### src/rtl/fsm_pattern_tx.sv
// Serial pattern transmitter: sends the low len bits of a captured pattern
// MSB-first, repeated reps+1 times with an optional idle gap between frames,
// then pulses done for one cycle. Intended to drive a sequence detector.
module fsm_pattern_tx #(
    parameter int unsigned MAXLEN = 8,
    parameter int unsigned GAPW   = 4
) (
    input  logic              clk_i,
    input  logic              rst_ni,
    input  logic              start_i,
    input  logic [MAXLEN-1:0] pattern_i,
    input  logic [3:0]        len_i,
    input  logic [3:0]        reps_i,
    input  logic [GAPW-1:0]   gap_i,
    output logic              out_o,
    output logic              valid_o,
    output logic              busy_o,
    output logic              done_o
);

    localparam int unsigned IdxW   = (MAXLEN > 1) ? $clog2(MAXLEN) : 1;
    // Largest length representable on the 4-bit len input after clamping.
    localparam logic [3:0]  LenMax = (MAXLEN > 15) ? 4'd15 : 4'(MAXLEN);

    typedef enum logic [1:0] {StIdle, StSend, StGap, StDone} state_e;

    state_e              state_q, state_d;
    logic [MAXLEN-1:0]   pattern_q, pattern_d;
    logic [3:0]          len_q, len_d;
    logic [3:0]          reps_q, reps_d;
    logic [GAPW-1:0]     gap_q, gap_d;
    logic [IdxW-1:0]     idx_q, idx_d;
    logic [3:0]          rep_q, rep_d;
    logic [GAPW-1:0]     gcnt_q, gcnt_d;
    logic [3:0]          len_c;

    assign len_c = (len_i > LenMax) ? LenMax : len_i;

    // State and captured configuration; everything clears on reset.
    always_ff @(posedge clk_i or negedge rst_ni) begin
        if (!rst_ni) begin
            state_q   <= StIdle;
            pattern_q <= '0;
            len_q     <= '0;
            reps_q    <= '0;
            gap_q     <= '0;
            idx_q     <= '0;
            rep_q     <= '0;
            gcnt_q    <= '0;
        end else begin
            state_q   <= state_d;
            pattern_q <= pattern_d;
            len_q     <= len_d;
            reps_q    <= reps_d;
            gap_q     <= gap_d;
            idx_q     <= idx_d;
            rep_q     <= rep_d;
            gcnt_q    <= gcnt_d;
        end
    end

    // Next-state logic: capture in idle, walk bits, count repeats and gap cycles.
    always_comb begin
        state_d   = state_q;
        pattern_d = pattern_q;
        len_d     = len_q;
        reps_d    = reps_q;
        gap_d     = gap_q;
        idx_d     = idx_q;
        rep_d     = rep_q;
        gcnt_d    = gcnt_q;
        unique case (state_q)
            StIdle: begin
                if (start_i) begin
                    pattern_d = pattern_i;
                    len_d     = len_c;
                    reps_d    = reps_i;
                    gap_d     = gap_i;
                    idx_d     = IdxW'(len_c - 4'd1);
                    rep_d     = '0;
                    gcnt_d    = '0;
                    state_d   = (len_c == 4'd0) ? StDone : StSend;
                end
            end
            StSend: begin
                if (idx_q == '0) begin
                    if (rep_q == reps_q) begin
                        state_d = StDone;
                    end else begin
                        rep_d = rep_q + 4'd1;
                        idx_d = IdxW'(len_q - 4'd1);
                        if (gap_q == '0) begin
                            state_d = StSend;
                        end else begin
                            // Loaded one short so the gap lasts exactly gap_q cycles.
                            gcnt_d  = gap_q - GAPW'(1);
                            state_d = StGap;
                        end
                    end
                end else begin
                    idx_d = idx_q - IdxW'(1);
                end
            end
            StGap: begin
                if (gcnt_q == '0) begin
                    state_d = StSend;
                end else begin
                    gcnt_d = gcnt_q - GAPW'(1);
                end
            end
            StDone: begin
                state_d = StIdle;
            end
            default: begin
                state_d = StIdle;
            end
        endcase
    end

    // Moore outputs decoded from state and captured registers only.
    always_comb begin
        out_o   = 1'b0;
        valid_o = 1'b0;
        busy_o  = (state_q != StIdle);
        done_o  = (state_q == StDone);
        if (state_q == StSend) begin
            out_o   = pattern_q[idx_q];
            valid_o = 1'b1;
        end
    end

endmodule

### config.mk
export PLATFORM = sky130hd
export DESIGN_NAME = fsm_pattern_tx
export DESIGN_NICKNAME = d
export VERILOG_FILES = /design/src/rtl/fsm_pattern_tx.sv
export SDC_FILE = /design/constraint.sdc
export NUM_CORES = 1
export LEC_CHECK = 0
export CAP_MARGIN = 5
export CORE_MARGIN = 2
export CORE_UTILIZATION = 50
export CTS_BUF_LIST = sky130_fd_sc_hd__clkbuf_2
export DETAILED_ROUTE_END_ITERATION = 8
export HOLD_SLACK_MARGIN = 0.05
export PLACE_DENSITY = 0.87
export SLEW_MARGIN = 20
export SYNTH_ARGS = -nofsm -noshare
export SYNTH_HDL_FRONTEND = slang
export SYNTH_SLANG_ARGS = --single-unit
### constraint.sdc
create_clock -name clk_i -period 1.9 [get_ports clk_i]
set_input_delay 0.57 -clock clk_i [delete_from_list [all_inputs] [get_ports clk_i]]
set_output_delay 0.57 -clock clk_i [all_outputs]
set_load 0.05 [all_outputs]
======== Word level (Yosys, flattened, before mapping) ========
Cells that the tools add are included.
operators by class
  add/sub/neg operators ................... 6
  $lt $le $gt $ge ......................... 2
  eq/ne operators ......................... 11
  muxes and demuxes ....................... 25
  reduce and logical (&&, ||, !) cells .... 13
operators with widths
  operator                                                              count
  4-bit 2-to-1 mux                                                      8
  4-bit zero test                                                       3
  2-bit 2-to-1 mux                                                      6
  2-bit != test, second input constant                                  6
  4-bit case mux with 3 select lines                                    1
  3-bit 2-to-1 mux                                                      3
  3-bit by 1-bit subtractor with 3-bit output, second input constant    3
  2-bit case mux with 4 select lines                                    1
  4-bit case mux with 2 select lines                                    1
  4-bit by 1-bit subtractor with 4-bit output, second input constant    2
  3-bit case mux with 2 select lines                                    1
  3-bit AND reduction                                                   2
  6-bit AND reduction                                                   1
  4-bit by 1-bit adder with 4-bit output, second input constant         1
  2-bit equality test, second input constant                            2
  4-bit equality test                                                   1
  4-bit > comparator, second input constant                             1
  3-bit by 4-bit < comparator with 1-bit output, second input constant  1
  4-bit AND reduction                                                   1
  2-bit nonzero test                                                    2
  1-bit binary-select mux with 3-bit select                             1
  3-bit zero test                                                       1
  1-bit 2-to-1 mux                                                      3
  3-bit != test, second input constant                                  1
  other kinds (4)                                                       4
storage, ports and cells
  bits in registers ....................... 32
  bits of input ports ..................... 23
  output and inout bits ................... 4
  logic and storage cells ................. 65

======== Longest topological paths before layout ========
Gate-level depths: netlist (run 1).
  depth in word-level cells ............... 6
  gate-level depth with buffers ........... 8

======== Worst setup path before layout (run 1) ========
No wires, ideal clock.
  path type ............................... register -> output
  from .................................... reg state_q[1]
  to ...................................... out out_o
  arrival ................................. 1.884 ns
  data required time ...................... 1.330 ns
  setup slack ............................. -0.554 ns
  cell stages (with the launch flop) ...... 5
  path buffers ............................ 0
  cell sequence ........................... dfrtp_1 > inv_1 > ha_1 > inv_1 > nor2_1
between the ends
  longest elaborated chain between the ends .. 2
ends and longest elaborated chain
  item                                            RTL line  source
  start: declaration                              27        state_e state_q, state_d;
  start signal: assignment                        42        state_q <= StIdle;
  start signal: assignment                        51        state_q <= state_d;
  2-bit by 1-bit equality test with 1-bit output  126       if (state_q == StSend) begin
  1-bit 2-to-1 mux                                126
  end: declaration                                15        output logic out_o,
No other way between the ends.

======== Worst setup path in the final report (run 1) ========
  from .................................... reg idx_q[0]
  to ...................................... out out_o
between the ends
  longest elaborated chain between the ends .. 3
ends and longest elaborated chain
  item                                       RTL line  source
  start: declaration                         32        logic [IdxW-1:0] idx_q, idx_d;
  start signal: assignment                   56        idx_q <= idx_d;
  1-bit binary-select mux with 3-bit select  127       out_o = pattern_q[idx_q];
  1-bit 2-to-1 mux (not written as such)     127
  1-bit 2-to-1 mux                           126
No other way between the ends. The select of a mux whose other input is x is not followed.

==> results.yml, run 1 <==
grt:
  groute.usage.overall_pct: 22.42
  overflow: 0
  grt_start_max_net_pins: 33
  grt_pass1_vias: 1490
  grt_pass1_wl_mm: 7.072
  antenna_found_initial: 0
worst_setup_path:
  cp_max_fo: 3
  crit_path_cell_trace: "mux4_2 -> mux2i_4 -> nor2_4 -> buf_6"
  cp-end-kind: "output pin"
  cp_top_family: "multiplexers"
  start_kind: "register"
  slowest_stage: "mux4_2"
  worstPathArrival_ns: 1.70
  crit_buf_inv: 1
  max_stage_delay_ns: 0.53
  critPathKind: "reg -> out"
  cp.required_ns: 1.33
die:
  core_sq_um: 3363
  die_width_um: 63.51
  die_h_um: 63.51
  initial_utilization_pct: 52.64
  dieArea_sq_um: 4033
  pin_count: 27
  rows: 21
power_and_ir_drop:
  internal-power_uw: 2717
  power.switching_uw: 1985
  p_sw_share_pct: 42.22
  comb_power_share_pct: 66.3
  pwr-share-clk_pct: 6.6
  power_uw: 4702
  leakagePower_uw: 0.001088
  irDropWorstVdd_mv: 1.074
  seqPwrFrac_pct: 27.0
  power_density_nw_per_um2: 1823
timing:
  slew_viol_final: 0
  final_hold_viol_count: 0
  fin_skew_ns: 0.007432
  rsz0062_at_grt: "yes"
  worstMarginPinSlew_ns: 0.4471
  setup_viol: 9
  fin_crit_ns: 2.267
  max_freq_mhz: 441.1
  post-route-period-util_pct: 119.3
  slew_headroom_pct: 70.09
  setup_ws_ns: -0.3670
  setup_tns_ns: -0.8568
placed_design:
  gp_congestion: 0.8316
  place_area_sq_um: 2301
  numPortBuffers: 26
  dp_hpwl_mm: 2.846
  place_inst: 241
drt:
  drtPass1Iterations: 5
  via_count: 1449
  vias_per_cell: 5.638
  ant_nets: 0
  dr.first_iter.drc_count: 66
  drc_errors: 0
  wl_per_cell_um: 16.26
  totalWireLength_mm: 4.180
synthesis:
  ys_seq_area_share_pct: 45.23
  synthesis.nets: 185
  syn_inst: 155
  synth_edf_count: 0
  ys_warn_count: 0
  synth-main-ff-cell: "dfrtp_1"
  ys_async_sr_fraction_pct: 100.0
  syn_avg_cell_area_sq_um: 11.42
  synth_seq_cells: 32
  ys_types: 38
  synth_area_sq_um: 1770
clock_tree:
  clockRootBuffer: "clkbuf_2"
  tritoncts: "done"
  cts_max_level: 2
  clock_sinks: 32
  insertion_delay_ns: 0.36
  hold_buffers: 0
  clockBufferDepth: 2
  clkSlewWorstSetupHoldPaths_ns: 0.16
  cts_made_buffers: 5
final_layout:
  nets: 241
  finalCoreUtilization_pct: 76.71
  syn_to_final_growth_pct: 45.72
  drive_above_1_share_pct: 42.65
  final_cells: 257
  fin_area_sq_um: 2580
  fillCellCount: 213
  diodes: 0
job:
  maxCapViolations: 0
status:
  status: "finished, violations left"
  failed_checks: "negative setup slack"
hold_path:
  hold_path_class: "reg -> reg"
==> worst register-to-register path, cell delays in order (launching register included) <==
cell     delay, ns
dfrtp_1       0.42
buf_4         0.13
buf_4         0.15
ha_4          0.19
mux2i_4       0.19
ha_2          0.22
xnor2_1       0.27
nor4b_4       0.09
a211o_1       0.25
==> registers in the layout, summed over array words and instances, names as in the netlist <==
register and cells:
rep_q 4, gcnt_q 4, len_q 3, state_q 2, gap_q 4, pattern_q 8
idx_q 3, reps_q 4
==> timing repair <==
action                     in CTS  in global routing
setup endpoints to repair      10                 15
hold endpoints to repair        0                  0
resized for setup              19                 19
pin swaps                       3                  3
setup buffers                   5                  4
==> metal layers <==
metal	vias up	GRT usage [%]	wire length (um)
li1	679	-	-
met1	708	29.37	1621
met2	53	37.63	2283
met3	9	4.464	207
met4	0	6.522	67
met5	-	0	0
==> placed cells by master, fill, tap and decap left out, types with 2 or more instances in the layout <==
cell type,instances
buf_12,4
o31ai_1,2
a31oi_1,2
nor4b_4,2
buf_6,7
ha_1,2
ha_4,4
o21ai_1,2
dfrtp_1,30
nand2_1,8
clkbuf_2,6
nand4b_1,2
o21ai_0,7
a21oi_1,7
clkdlybuf4s50_1,22
nor2_1,7
inv_1,2
mux2i_4,2
mux2_2,19
a31o_2,2
nand3_1,2
xor2_1,3
xor2_2,2
buf_4,22
nor4_1,3
mux2i_1,2
dfrtp_2,2
nand2b_1,4
xnor2_1,3
mux4_2,2
==> power by group through the flow <==
stage	logic (uW)	clock network, uW	registers (uW)
2_1_floorplan	1700	0	1190
3_3_place_gp	2310	0	1230
3_5_place_dp	2430	0	1250
4_1_cts	2760	323	1240
5_1_grt	3360	354	1320
6_report	3120	312	1270
==> logic make-up after synthesis <==
group,count (synthesis),share of synthesized area [%]
buffers and inverters,12,3.109
AND/OR/NAND/NOR,35,11.24
adder cells (fa/ha/maj),7,4.947
flip-flops,32,45.23
AO/OA/AOI/OAI,35,13.57
XOR/XNOR,8,3.958
multiplexers,26,17.95
==> final timing paths <==
kind	from	endpoint	slack [ns]	depth (start not counted)
max in group asynchronous	rst_ni	state_q[0]	1.02	2
min in group asynchronous	rst_ni	state_q[1]	0.58	2
worst max-delay path	idx_q[0]	out_o	-0.37	4
worst min register to register	len_q[1]	len_q[1]	0.51	2
worst max register to register	state_q[1]	gcnt_q[2]	-0.11	8
worst min-delay path	len_q[1]	len_q[1]	0.51	2
==> Yosys cell counts, types with 4 or more instances <==
| cell type | count | area (sq um) |
|---|---|---|
| o21ai_0 | 9 | 45.04 |
| mux2_2 | 20 | 225.2 |
| xor2_1 | 5 | 43.79 |
| a21oi_1 | 8 | 40.04 |
| inv_1 | 5 | 18.77 |
| dfrtp_1 | 32 | 800.8 |
| ha_1 | 7 | 87.58 |
| nor2_1 | 8 | 30.03 |
| nand2_1 | 8 | 30.03 |
| nand2b_1 | 4 | 25.02 |
| mux2i_1 | 4 | 40.04 |
==> layout make-up <==
cell class / count / area [sq um] / area share (%)
timing repair buffer: 56 / 559.3 / 21.68
inverter: 5 / 25.02 / 0.9699
sequential: 32 / 803.3 / 31.13
multi-input combinational: 111 / 1100 / 42.63
clock buffer: 6 / 30.03 / 1.164
clock inverter: 1 / 5.005 / 0.1940
tap: 46 / 57.56 / 2.231
==> through the flow <==
stage               setup WS [ns]  hold slack (ns)
global route              -0.4901           0.5552
detailed placement        -0.3532           0.4795
CTS                       -0.4564           0.5154
finish                    -0.3670           0.5124
global placement          -0.3165           0.4657
floorplan                 -0.1037           0.2744
(Power assumes the default switching activity.)
==> inputs of run 2 (changes only) <==
--- a/config.mk
+++ b/config.mk
@@ -10,6 +10,7 @@
 export CORE_UTILIZATION = 50
 export CTS_BUF_LIST = sky130_fd_sc_hd__clkbuf_2
 export DETAILED_ROUTE_END_ITERATION = 8
+export GPL_TIMING_DRIVEN = 1
 export HOLD_SLACK_MARGIN = 0.05
 export PLACE_DENSITY = 0.87
 export SLEW_MARGIN = 20
==> results of run 2 <==
The final DEF is identical to that of run 1; final timing and power are the same.
==> edit (flow settings as in run 2) <==
Register the output `valid_o`, cleared by the reset; this adds one clock of latency there. The other outputs are not delayed to match.
--- a/src/rtl/fsm_pattern_tx.sv
+++ b/src/rtl/fsm_pattern_tx.sv
@@ -23,6 +23,8 @@
     localparam logic [3:0]  LenMax = (MAXLEN > 15) ? 4'd15 : 4'(MAXLEN);
 
     typedef enum logic [1:0] {StIdle, StSend, StGap, StDone} state_e;
+
+    logic valid_d;
 
     state_e              state_q, state_d;
     logic [MAXLEN-1:0]   pattern_q, pattern_d;
@@ -120,12 +122,20 @@
     // Moore outputs decoded from state and captured registers only.
     always_comb begin
         out_o   = 1'b0;
-        valid_o = 1'b0;
+        valid_d = 1'b0;
         busy_o  = (state_q != StIdle);
         done_o  = (state_q == StDone);
         if (state_q == StSend) begin
             out_o   = pattern_q[idx_q];
-            valid_o = 1'b1;
+            valid_d = 1'b1;
+        end
+    end
+
+    always_ff @(posedge clk_i or negedge rst_ni) begin
+        if (!rst_ni) begin
+            valid_o <= '0;
+        end else begin
+            valid_o <= valid_d;
         end
     end
 
Function: changed (Yosys sat finds a counterexample within 4 cycles, from zero or initial values and one cycle with rst_ni low).
==> edit against run 2 <==
Global-route usage increased by 1.9 points. Power increased by 9.7%. Wire length increased by 16%. Synthesized cell count increased by 5.8%. Maximum frequency decreased by 3.4%. Final cell count increased by 5.4%. Core utilization decreased by 3.7 points. The flow still finishes with violations (negative setup slack). Largest cell class unchanged. Area after synthesis increased by 6.5%. Sequential cell count increased by 1. Final area increased by 2.8%. Worst setup slack got worse by 80 ps.
==> edit: results (changes against run 2) <==
- Mux contribution to synthesized area: 21.1% (was 18.0%)
- RR Endpoint: gcnt_q[1] (was gcnt_q[2])
- 1st-iter DRT viols: 175 (was 66)
- WP data arrival: 1780 ps (was 1700 ps)
- Post-synthesis cell type count: 42 (was 38)
- Violated checks: negative setup slack (unchanged)
- CTS-repair resized insts: 24 (was 19)
- Synth Area in Adders: 4.64% (was 4.95%)
- Endpoints failing setup: 9 (unchanged)
- Clock Skews: 15.5 ps (was 7.43 ps)
- Register-to-register setup slack: -200 ps (was -110 ps)
- DR WL/cell: 17.9 microns (was 16.3 microns)
- Status: finished, violations left (unchanged)
- Post-Place Cells: 252 (was 241)
- Filler cell count: 259 (was 213)
- Final worst slack: -447 ps (was -367 ps)
- Post-synthesis sequential area ratio: 43.8% (was 45.2%)
- Slew @ Worst Pin: 704 ps (was 447 ps)
- Min-Delay Startpoint: len_q[2] (was len_q[1])
- GPL Wtd Cong: 0.824 (was 0.832)
- Drt first pass iters: 6 (was 5)
- Placed inst area: 0.00238 sq mm (was 0.00230 sq mm)
- Setup TNS: -1570 ps (was -857 ps)
- Clk slew on worst S/H paths: 180 ps (was 160 ps)
- DP HPWL: 3090 microns (was 2850 microns)
- Worst slack, placed: -336 ps (was -353 ps)
- Post-synth net total: 194 (was 185)
- Leakage: 0.00113 uW (was 0.00109 uW)
- Synth Area per Inst: 11.5 sq um (was 11.4 sq um)
- R2R Path Start: idx_q[0] (was state_q[1])
- Worst vdd ir: 0.875 mV (was 1.07 mV)
-- edit: per-layer routing --
layer / track usage (%) / share of wire (%)
met2: 44.4 / 53
met1: 25.6 / 39
met5: 0 / 0
met3: 3.60 / 5.1
met4: 16.1 / 3.0
-- edit: cell type report --
type / instances / area (sq um) / area share [%]
Inverter: 7 / 31.3 / 1.18
Clock inverter: 2 / 35.0 / 1.32
Multi-Input combinational cell: 117 / 1100 / 41.7
Tap cell: 48 / 60.1 / 2.26
Timing Repair Buffer: 59 / 569 / 21.5
Sequential cell: 33 / 827 / 31.2
Clock buffer: 5 / 25.0 / 0.943
-- edit: where the power goes --
group          leakage [uW]  switching [uW]  internal (uW)
Sequential         0.000405             311           1040
Clock             0.0000388             251            214
Combinational      0.000688            1540           1800
Total               0.00113            2100           3060
-- edit: critical path, cell delays in order (launching register included) --
cell and delay, ps:
dfrtp_2 440, mux4_2 540, mux2i_4 180, nor2b_4 50, buf_6 150
